**src/rtl/pixel_proc_pkg.sv**
```systemverilog
// Shared pixel-processing constants, the separable Gaussian kernel and a
// constant-coefficient shift-add multiplier.
package pixel_proc_pkg;

  localparam int PIX_W        = 8;
  localparam int WIN_DIM      = 5;
  localparam int WIN_TAPS     = WIN_DIM * WIN_DIM;
  localparam int WEIGHT_SHIFT = 8;
  localparam int PROD_W       = 14;
  localparam int ROW_W        = 16;
  localparam int SUM_W        = 17;

  localparam int unsigned GAUSS_A [WIN_DIM] = '{1, 4, 6, 4, 1};

  typedef logic [PIX_W-1:0] pixel_t;

  // Weights are elaboration-time constants, so the unused adders fold away.
  function automatic logic [PROD_W-1:0] shift_add_mul(input pixel_t pix, input int unsigned weight);
    logic [PROD_W-1:0] acc;
    acc = '0;
    for (int b = 0; b < 6; b++) begin
      if (weight[b]) acc = acc + (PROD_W'(pix) << b);
    end
    return acc;
  endfunction

endpackage

```
**src/rtl/gauss_row5.sv**
```systemverilog
// One kernel row: registered weighted products (stage 1), then registered row sum (stage 2).
// Two cycles latency; free-running, no backpressure.
module gauss_row5
  import pixel_proc_pkg::*;
#(
  parameter int unsigned ROW_SCALE = 1
) (
  input  logic                   clk,
  input  logic                   rst,
  input  pixel_t [WIN_DIM-1:0]   taps,
  output logic [ROW_W-1:0]       row_sum
);

  logic [PROD_W-1:0] prod [WIN_DIM];
  logic [ROW_W-1:0]  sum_comb;

  always_comb begin
    sum_comb = '0;
    for (int c = 0; c < WIN_DIM; c++) sum_comb = sum_comb + ROW_W'(prod[c]);
  end

  always_ff @(posedge clk or negedge rst) begin
    if (!rst) begin
      for (int c = 0; c < WIN_DIM; c++) prod[c] <= '0;
      row_sum <= '0;
    end else begin
      for (int c = 0; c < WIN_DIM; c++) prod[c] <= shift_add_mul(taps[c], ROW_SCALE * GAUSS_A[c]);
      row_sum <= sum_comb;
    end
  end

endmodule

```
**src/rtl/window_gauss5x5.sv**
```systemverilog
// 5x5 Gaussian smoother with raster tracking; 3-cycle latency, no backpressure (valid travels with data).
// GAUSS_ROUND_EN selects round-half-up instead of truncation; border windows pass the centre tap.
module window_gauss5x5
  import pixel_proc_pkg::*;
#(
  parameter int IMG_WIDTH  = 640,
  parameter int IMG_HEIGHT = 480
) (
  input  logic                        clk,
  input  logic                        rst,
  input  logic                        in_valid,
  input  logic                        in_sof,
  input  logic [PIX_W*WIN_TAPS-1:0]   in_window,
  output logic                        out_valid,
  output pixel_t                      out_pixel,
  output logic                        out_border,
  output logic                        out_sof
);

  localparam int CW = (IMG_WIDTH  > 1) ? $clog2(IMG_WIDTH)  : 1;
  localparam int RW = (IMG_HEIGHT > 1) ? $clog2(IMG_HEIGHT) : 1;
  localparam logic [CW-1:0] COL_LAST = CW'(IMG_WIDTH - 1);
  localparam logic [RW-1:0] ROW_LAST = RW'(IMG_HEIGHT - 1);

`ifdef GAUSS_ROUND_EN
  localparam logic [SUM_W-1:0] ROUND_BIAS = SUM_W'(1 << (WEIGHT_SHIFT - 1));
`else
  localparam logic [SUM_W-1:0] ROUND_BIAS = '0;
`endif

  logic [CW-1:0] col, pos_col, nxt_col;
  logic [RW-1:0] row, pos_row, nxt_row;
  logic          border0;
  pixel_t        centre0;

  // col/row hold the position the next valid window will occupy.
  always_comb begin
    pos_col = col;
    pos_row = row;
    if (in_valid && in_sof) begin
      pos_col = '0;
      pos_row = '0;
    end
    nxt_col = pos_col + 1'b1;
    nxt_row = pos_row;
    if (pos_col == COL_LAST) begin
      nxt_col = '0;
      nxt_row = (pos_row == ROW_LAST) ? '0 : pos_row + 1'b1;
    end
    border0 = (32'(pos_row) < 32'd4) || (32'(pos_col) < 32'd4);
  end

  assign centre0 = in_window[(WIN_TAPS/2)*PIX_W +: PIX_W];

  logic   v1, v2, sof1, sof2, border1, border2;
  pixel_t centre1, centre2;

  always_ff @(posedge clk or negedge rst) begin
    if (!rst) begin
      col     <= '0;
      row     <= '0;
      v1      <= 1'b0;
      v2      <= 1'b0;
      sof1    <= 1'b0;
      sof2    <= 1'b0;
      border1 <= 1'b0;
      border2 <= 1'b0;
      centre1 <= '0;
      centre2 <= '0;
    end else begin
      if (in_valid) begin
        col <= nxt_col;
        row <= nxt_row;
      end
      v1      <= in_valid;
      sof1    <= in_valid && in_sof;
      border1 <= border0;
      centre1 <= centre0;
      v2      <= v1;
      sof2    <= sof1;
      border2 <= border1;
      centre2 <= centre1;
    end
  end

  logic [ROW_W-1:0] row_sum [WIN_DIM];

  for (genvar r = 0; r < WIN_DIM; r++) begin : g_row
    gauss_row5 #(.ROW_SCALE(GAUSS_A[r])) u_row (
      .clk     (clk),
      .rst     (rst),
      .taps    (in_window[r*WIN_DIM*PIX_W +: WIN_DIM*PIX_W]),
      .row_sum (row_sum[r])
    );
  end

  logic [SUM_W-1:0] total, shifted;
  pixel_t           filt;

  always_comb begin
    total = ROUND_BIAS;
    for (int r = 0; r < WIN_DIM; r++) total = total + SUM_W'(row_sum[r]);
    shifted = total >> WEIGHT_SHIFT;
    // Kernel sums to 256 so this never fires, but a saturating output is cheap insurance.
    filt = (shifted > SUM_W'(255)) ? 8'hFF : shifted[PIX_W-1:0];
  end

  always_ff @(posedge clk or negedge rst) begin
    if (!rst) begin
      out_valid  <= 1'b0;
      out_pixel  <= '0;
      out_border <= 1'b0;
      out_sof    <= 1'b0;
    end else begin
      out_valid <= v2;
      if (v2) begin
        out_pixel  <= border2 ? centre2 : filt;
        out_border <= border2;
        out_sof    <= sof2;
      end
    end
  end

endmodule

```
**config.mk**
```make
export PLATFORM = sky130hd
export DESIGN_NAME = window_gauss5x5
export DESIGN_NICKNAME = d
export VERILOG_FILES = /design/src/rtl/pixel_proc_pkg.sv /design/src/rtl/gauss_row5.sv /design/src/rtl/window_gauss5x5.sv
export SDC_FILE = /design/constraint.sdc
export NUM_CORES = 1
export LEC_CHECK = 0
export ABC_AREA = 0
export CAP_MARGIN = 5
export CORE_ASPECT_RATIO = 1.5
export CORE_MARGIN = 2
export CORE_UTILIZATION = 50
export DETAILED_ROUTE_END_ITERATION = 12
export GPL_ROUTABILITY_DRIVEN = 0
export PLACE_DENSITY_LB_ADDON = 0.1
export SLEW_MARGIN = 40
export SYNTH_ARGS = -nofsm -noshare
export SYNTH_HDL_FRONTEND = slang
export SYNTH_SLANG_ARGS = --single-unit
```
**constraint.sdc**
```tcl
create_clock -name clk -period 6.65 [get_ports clk]
set_clock_uncertainty 0.1 [all_clocks]
set_input_delay 1.33 -clock clk [delete_from_list [all_inputs] [get_ports clk]]
set_output_delay 1.33 -clock clk [all_outputs]
set_load 0.02 [all_outputs]
```
==> results of run 1 <==
==> state kept, by name, indices dropped and copies added, names as in the netlist, 8 cells and up <==
register             cells
g_row.u_row.prod       217
g_row.u_row.row_sum     67
row                      9
col                     10
centre2                  8
out_pixel                8
centre1                  8
==> stage by stage <==
step           hold slack (ns)  cell area, µm²  std cells  worst slack, ns
2_1_floorplan            0.231           19400       1697             2.48
3_3_place_gp             0.235           22200       2399             2.19
3_5_place_dp             0.236           22200       2399             2.12
4_1_cts                  0.252           23500       2464             2.10
5_1_grt                  0.258           23500       2465             1.88
6_report                 0.248           23500       2465             2.15
==> worst register-to-register path: stages, from the launching register on <==
cell and delay [ns]:
dfrtp_1 0.37, ha_1 0.22, fa_1 0.41, a21o_1 0.19, a21oi_1 0.23, o21bai_1 0.09
a21oi_1 0.24, xor2_1 0.21, fa_1 0.44, inv_1 0.09, fa_1 0.42, ha_1 0.36
or2_2 0.28, a21oi_1 0.15, a21oi_1 0.08, a311oi_1 0.39, xnor2_1 0.16
==> cells in the mapped netlist, types with 5 or more instances <==
master	instances	area [µm²]
a21o_1	63	473
nand2_1	44	165
nand3_1	17	85.1
o21bai_1	37	278
nor2_1	41	154
a31oi_1	8	50.1
o41ai_1	7	61.3
or3_1	6	37.5
inv_1	354	1330
o31ai_1	6	45.0
fa_1	122	2440
xnor2_1	80	701
nor3_1	13	65.1
clkbuf_1	6	22.5
and3_1	6	37.5
o21ai_1	5	25.0
dfrtp_1	336	8410
or2_2	5	31.3
o2bb2ai_1	5	43.8
a21oi_1	94	470
ha_1	230	2880
and2_1	8	50.1
xor2_1	56	490
nor2b_1	16	100
o21ai_0	43	215
o21a_1	14	105
==> path summary, 6_finish.rpt <==
path	from	endpoint	slack, ns	depth (start not counted)
worst min register to register	centre1[5]	centre2[5]	0.25	0
worst min-delay path	centre1[5]	centre2[5]	0.25	0
min in group asynchronous	rst	g_row[4].u_row.prod[37]	0.58	1
worst max register to register	g_row[2].u_row.prod[45]	g_row[2].u_row.row_sum[13]	2.15	16
max in group asynchronous	rst	g_row[2].u_row.prod[40]	4.91	2
worst max-delay path	g_row[2].u_row.prod[45]	g_row[2].u_row.row_sum[13]	2.15	16
==> final cells by class <==
cell class / count / share of cell area [%]
clock buffers: 46 / 4.30
clock inverters: 19 / 1.23
inverters: 355 / 5.68
multi-input cells: 997 / 41.0
flip-flops and latches: 336 / 35.8
well taps: 495 / 2.63
repair buffers: 217 / 9.42
==> cells by family (layout without fill, tap and decap cells) <==
| family | Yosys count | count (layout) | synth area share, % |
|---|---|---|---|
| buf+inv | 364 | 637 | 7.13 |
| fa+ha+maj | 352 | 352 | 27.4 |
| flops | 336 | 336 | 43.3 |
| compound gates | 323 | 323 | 11.0 |
| simple gates | 179 | 179 | 4.64 |
| xor+xnor | 136 | 136 | 6.13 |
| mux | 7 | 7 | 0.387 |
==> metal layers <==
layer  vias up  global-route usage [%]
li1       6001                       -
met5         -                       0
met2       208                    39.2
met3        64                    4.37
met4         0                    7.01
met1      6008                    20.8
==> cells in the final DEF (no fill, tap or decap), drive strengths merged, types with 5 or more instances in the layout <==
cell / count
or3: 6
clkbuf: 46
a21oi: 95
a21o: 63
and3: 6
clkdlybuf4s50: 213
dfrtp: 336
ha: 230
inv: 358
o2bb2ai: 5
nor2b: 16
bufinv: 7
xnor2: 80
o31ai: 6
clkinv: 7
xor2: 56
fa: 122
or2: 5
o21a: 14
a31oi: 8
o41ai: 7
nand2: 46
and2: 8
o21bai: 37
nor2: 41
nor3: 14
nand3: 17
o21ai: 48
==> report_power, final <==
part	switching [µW]	total (µW)	internal, µW
combinational	4450	7880	3430
clock	833	2190	1350
sequential	158	2600	2440
total	5440	12700	7230
==> metrics.yaml, run 1 <==
grt_max_degree: 118
drive_gt1_share_pct: 4.26
setup_viol: 0
cpPeakStageDelay_ns: 0.44
holdBufCountCts: 0
maxCapViolations: 0
highest_layer: "met4"
final.setup.tns_ns: 0
track_usage_pct: 20.1
power.density_nw_per_um2: 539
path_max_fanout: 4
cts_setup_buffers: 0
seq_area_um2: 8410
synth-seq-area-share_pct: 43.3
ctsHtreeMaxLevel: 2
ioPinCount: 215
area_growth_pct: 21.0
status: "completed"
die_area_um2: 40500
peakVddDrop_v: 0.000796
p_leak_uw: 0.0119
grt_pass1_wl_um: 63600
clk_latency_ns: 0.54
p_total_uw: 12700
met2_length_um: 21700
cp.buffers_inverters: 1
syn_avg_cell_area_um2: 11.4
hpwl_um: 30800
ant_nets: 0
endpoint_kind: "flop"
grt_pass1_vias: 13446
cts-root-buf: "clkbuf_16"
fill_cells: 3187
num_rows: 88
via_per_inst: 4.98
core_um2: 38400
met3_length_um: 2000
crit_slowest_cell: "fa_1"
met1_length_um: 13800
path_delay_family: "adder cells"
wl_um: 38800
antenna_found_initial: 0
start_kind: "flop"
cts_tree: "built"
drt-pass1-iter-count: 4
initial_utilization_pct: 50.5
cp.required_ns: 6.99
vias: 12281
layout_min_cycle_time_ns: 4.50
cpMostUsedCell: "a21oi_1"
hold_class: "flop to flop"
synthArstFlopShare_pct: 100
fp.dieW_um: 165
postSynthCellCount: 1697
clk_pin_slew_ns: 0.06
diodes: 0
cts_buffers: 36
wl_per_cell_um: 15.7
path_class: "flop to flop"
syn_nets: 2253
fin_util_pct: 61.2
first_iter_violations: 369
synth_ff_type: "dfrtp_1"
post-route-drc-count: 0
arrival_ns: 4.84
grt.overflow.total: 0
synth.distinct_cells: 62
ys_seq_elements: 336
multi_input_area_um2: 9630
num-nets-final: 2499
cts_buffer_depth: 3
synth_area_um2: 19400
finalCritPeriodShare_pct: 67.7
fp.dieH_um: 245
slew_viol_final: 0
path_cells: "ha_1, fa_1, a21o_1, a21oi_1, o21bai_1, a21oi_1, xor2_1, fa_1, inv_1, fa_1, ha_1, or2_2, a21oi_1, a21oi_1, a311oi_1, xnor2_1"
synth_edf_count: 0
rsz0062_at_grt: "false"
fmax_mhz: 222
ctsResizeCount: 0
clock-sinks: 336
ys_warn_count: 0
tightest_slew_ns: 0.749
relSlewSlack_pct: 50.0
io_buffers: 214
hold_violations: 0
Power figures use the tool's default switching activity.
==> run 2, diff against run 1 <==
==> constraint.sdc (replaced) <==
create_clock -name clk -period 3.85 [get_ports clk]
set_clock_uncertainty 0.1 [all_clocks]
set_input_delay 0.77 -clock clk [delete_from_list [all_inputs] [get_ports clk]]
set_output_delay 0.77 -clock clk [all_outputs]
set_load 0.02 [all_outputs]
==> run 2 against run 1 <==
The run now ends with setup timing left. Die area stayed put. Global-route usage grew 0.65 points. Register-to-register slack got worse by 2.3 ns. Flip-flop and latch count did not move. Clock-buffer cell count is 7 higher. Critical path depth grew 2. Core utilization up 5.2 points. Via count increased by 4.7%. Non-clock buffer count rose by 129. Worst hold slack barely moved. Fmax grew 13%. Cell count increased by 5.2%. Critical path type unchanged.
==> metrics.yaml, run 2 (synthesis results as in run 1) <==
status: "finished with violations"
violations: "setup timing"
core_um2: 38400
cts-root-buf: "clkbuf_16"
globalRoute.busiestLayer: "met2"
cpMostUsedCell: "a21oi_2"
num-nets-final: 2629
wl_um: 40500
hpwl_um: 31000
die_area_um2: 40500
use_met2_pct: 40.4
layout_common_cells: "dfrtp_1 (335), inv_1 (329), clkdlybuf4s50_1 (213), ha_1 (196)"
hold_class: "flop to flop"
rrSetupSlack_ns: -0.12
final_common_cell: "dfrtp_1"
placed_cells: 2501
largest_registers: "g_row.u_row.prod: 217 flops, g_row.u_row.row_sum: 67 flops, col: 10 flops"
arrival_ns: 4.27
ant_nets: 0
ioPinCount: 215
path_max_fanout: 3
maxCapViolations: 0
drive_gt1_share_pct: 17.9
initial_utilization_pct: 50.5
path_class: "flop to flop"
start_kind: "flop"
drt-pass1-iter-count: 4
clk_pin_slew_ns: 0.06
cts_buffers: 37
cts_buffer_depth: 3
endpoint_kind: "flop"
via_per_inst: 4.96
met1_usage_pct: 21.8
path_cells: "ha_1, a21o_1, a21oi_2, nor2b_1, o21ai_2, buf_4, a21oi_4, a21oi_2, xor2_1, fa_1, inv_1, fa_1, ha_4, buf_4, a21oi_2, a21oi_2, a311oi_2, xnor2_1"
layoutNonFillerInstCount: 2592
grt_pass1_vias: 14200
rsz0062_at_grt: "true"
relSlewSlack_pct: 49.7
grt.overflow.total: 0
grt_max_degree: 101
crit_slowest_cell: "fa_1"
cp.required_ns: 4.15
antenna_found_initial: 1
hold-worst-slack_ns: 0.248
pre_cts_ws_ns: -0.297
setup_viol: 14
wl_per_cell_um: 15.6
finalCritPeriodShare_pct: 103
hold_violations: 0
clk_latency_ns: 0.53
post-route-drc-count: 0
layout_min_cycle_time_ns: 3.97
cpPeakStageDelay_ns: 0.54
met3_usage_pct: 3.49
io_buffers: 214
fmax_mhz: 252
cts_tree: "built"
ctsHtreeMaxLevel: 2
grt_pass1_wl_um: 66000
num_rows: 88
vias: 12863
area_growth_pct: 31.4
fp.dieH_um: 245
first_iter_violations: 361
clock-sinks: 336
regMostFlops: "g_row.u_row.prod"
fp.dieW_um: 165
fin_ws_ns: -0.119
slew_viol_final: 0
track_usage_pct: 20.8
tightest_slew_ns: 0.755
largest_reg_flops: 217
==> run 2: cell count changes in the layout (fill, tap and decap cells not counted), moves of 26 or more <==
cell | previous run | this run
buf_4 | 0 | 114
ha_1 | 230 | 196
ha_4 | 0 | 26
a21oi_2 | 1 | 29
a21oi_1 | 94 | 61
==> run 2: cell type report <==
| cell class | instances | area (µm²) |
|---|---|---|
| diodes | 1 | 2.50 |
| clock buffers | 53 | 1100 |
| clock inverters | 9 | 82.6 |
| fillers | 2956 | 12900 |
| inverters | 355 | 1340 |
| multi-input cells | 997 | 10700 |
| flip-flops and latches | 336 | 8410 |
| well taps | 495 | 619 |
| repair buffers | 346 | 3260 |
==> run 2: through the flow <==
step                TNS (ns)  utilization [%]  cell area (µm²)
global placement       -2.79             59.9            23000
finish                -0.783             66.4            25500
floorplan                  0                -            19500
detailed placement     -4.26             59.9            23000
CTS                    -1.10             64.5            24800
global route           -4.49             66.4            25500
==> run 2: layer usage <==
metal / vias to the layer above / share of wire, %
met5: - / 0
met1: 6323 / 36
met3: 83 / 4.0
met2: 207 / 56
li1: 6250 / -
met4: 0 / 4.0
==> run 2: path summary, 6_finish.rpt <==
path / start / to / depth (start not counted)
max: g_row[2].u_row.prod[46] / g_row[2].u_row.row_sum[13] / 18
min: border1 / border2 / 0
max reg2reg: g_row[2].u_row.prod[46] / g_row[2].u_row.row_sum[13] / 18
min reg2reg: border1 / border2 / 0
max in group asynchronous: rst / g_row[2].u_row.prod[25] / 4
min in group asynchronous: rst / g_row[4].u_row.prod[30] / 2
==> run 2: critical path, delay by kind of cell, from the launching register on <==
kind,cells,cell delay (ns)
compound gates,8,1.14
xor+xnor,2,0.23
fa+ha+maj,4,1.59
buf+inv,3,0.32
flops,1,0.40
simple gates,1,0.07
==> run 2: timing repair <==
item / in CTS / in global routing
hold buffers: 0 / 1
pin swaps: 92 / 107
endpoints found under the setup margin: 31 / 34
resized for setup: 99 / 122
endpoints found under the hold margin: 0 / 10
setup buffers: 17 / 12
Power of run 2 is left out: the tool's default activity adds up to more than one toggle a clock period on the data nets, which glitch-free logic cannot reach.
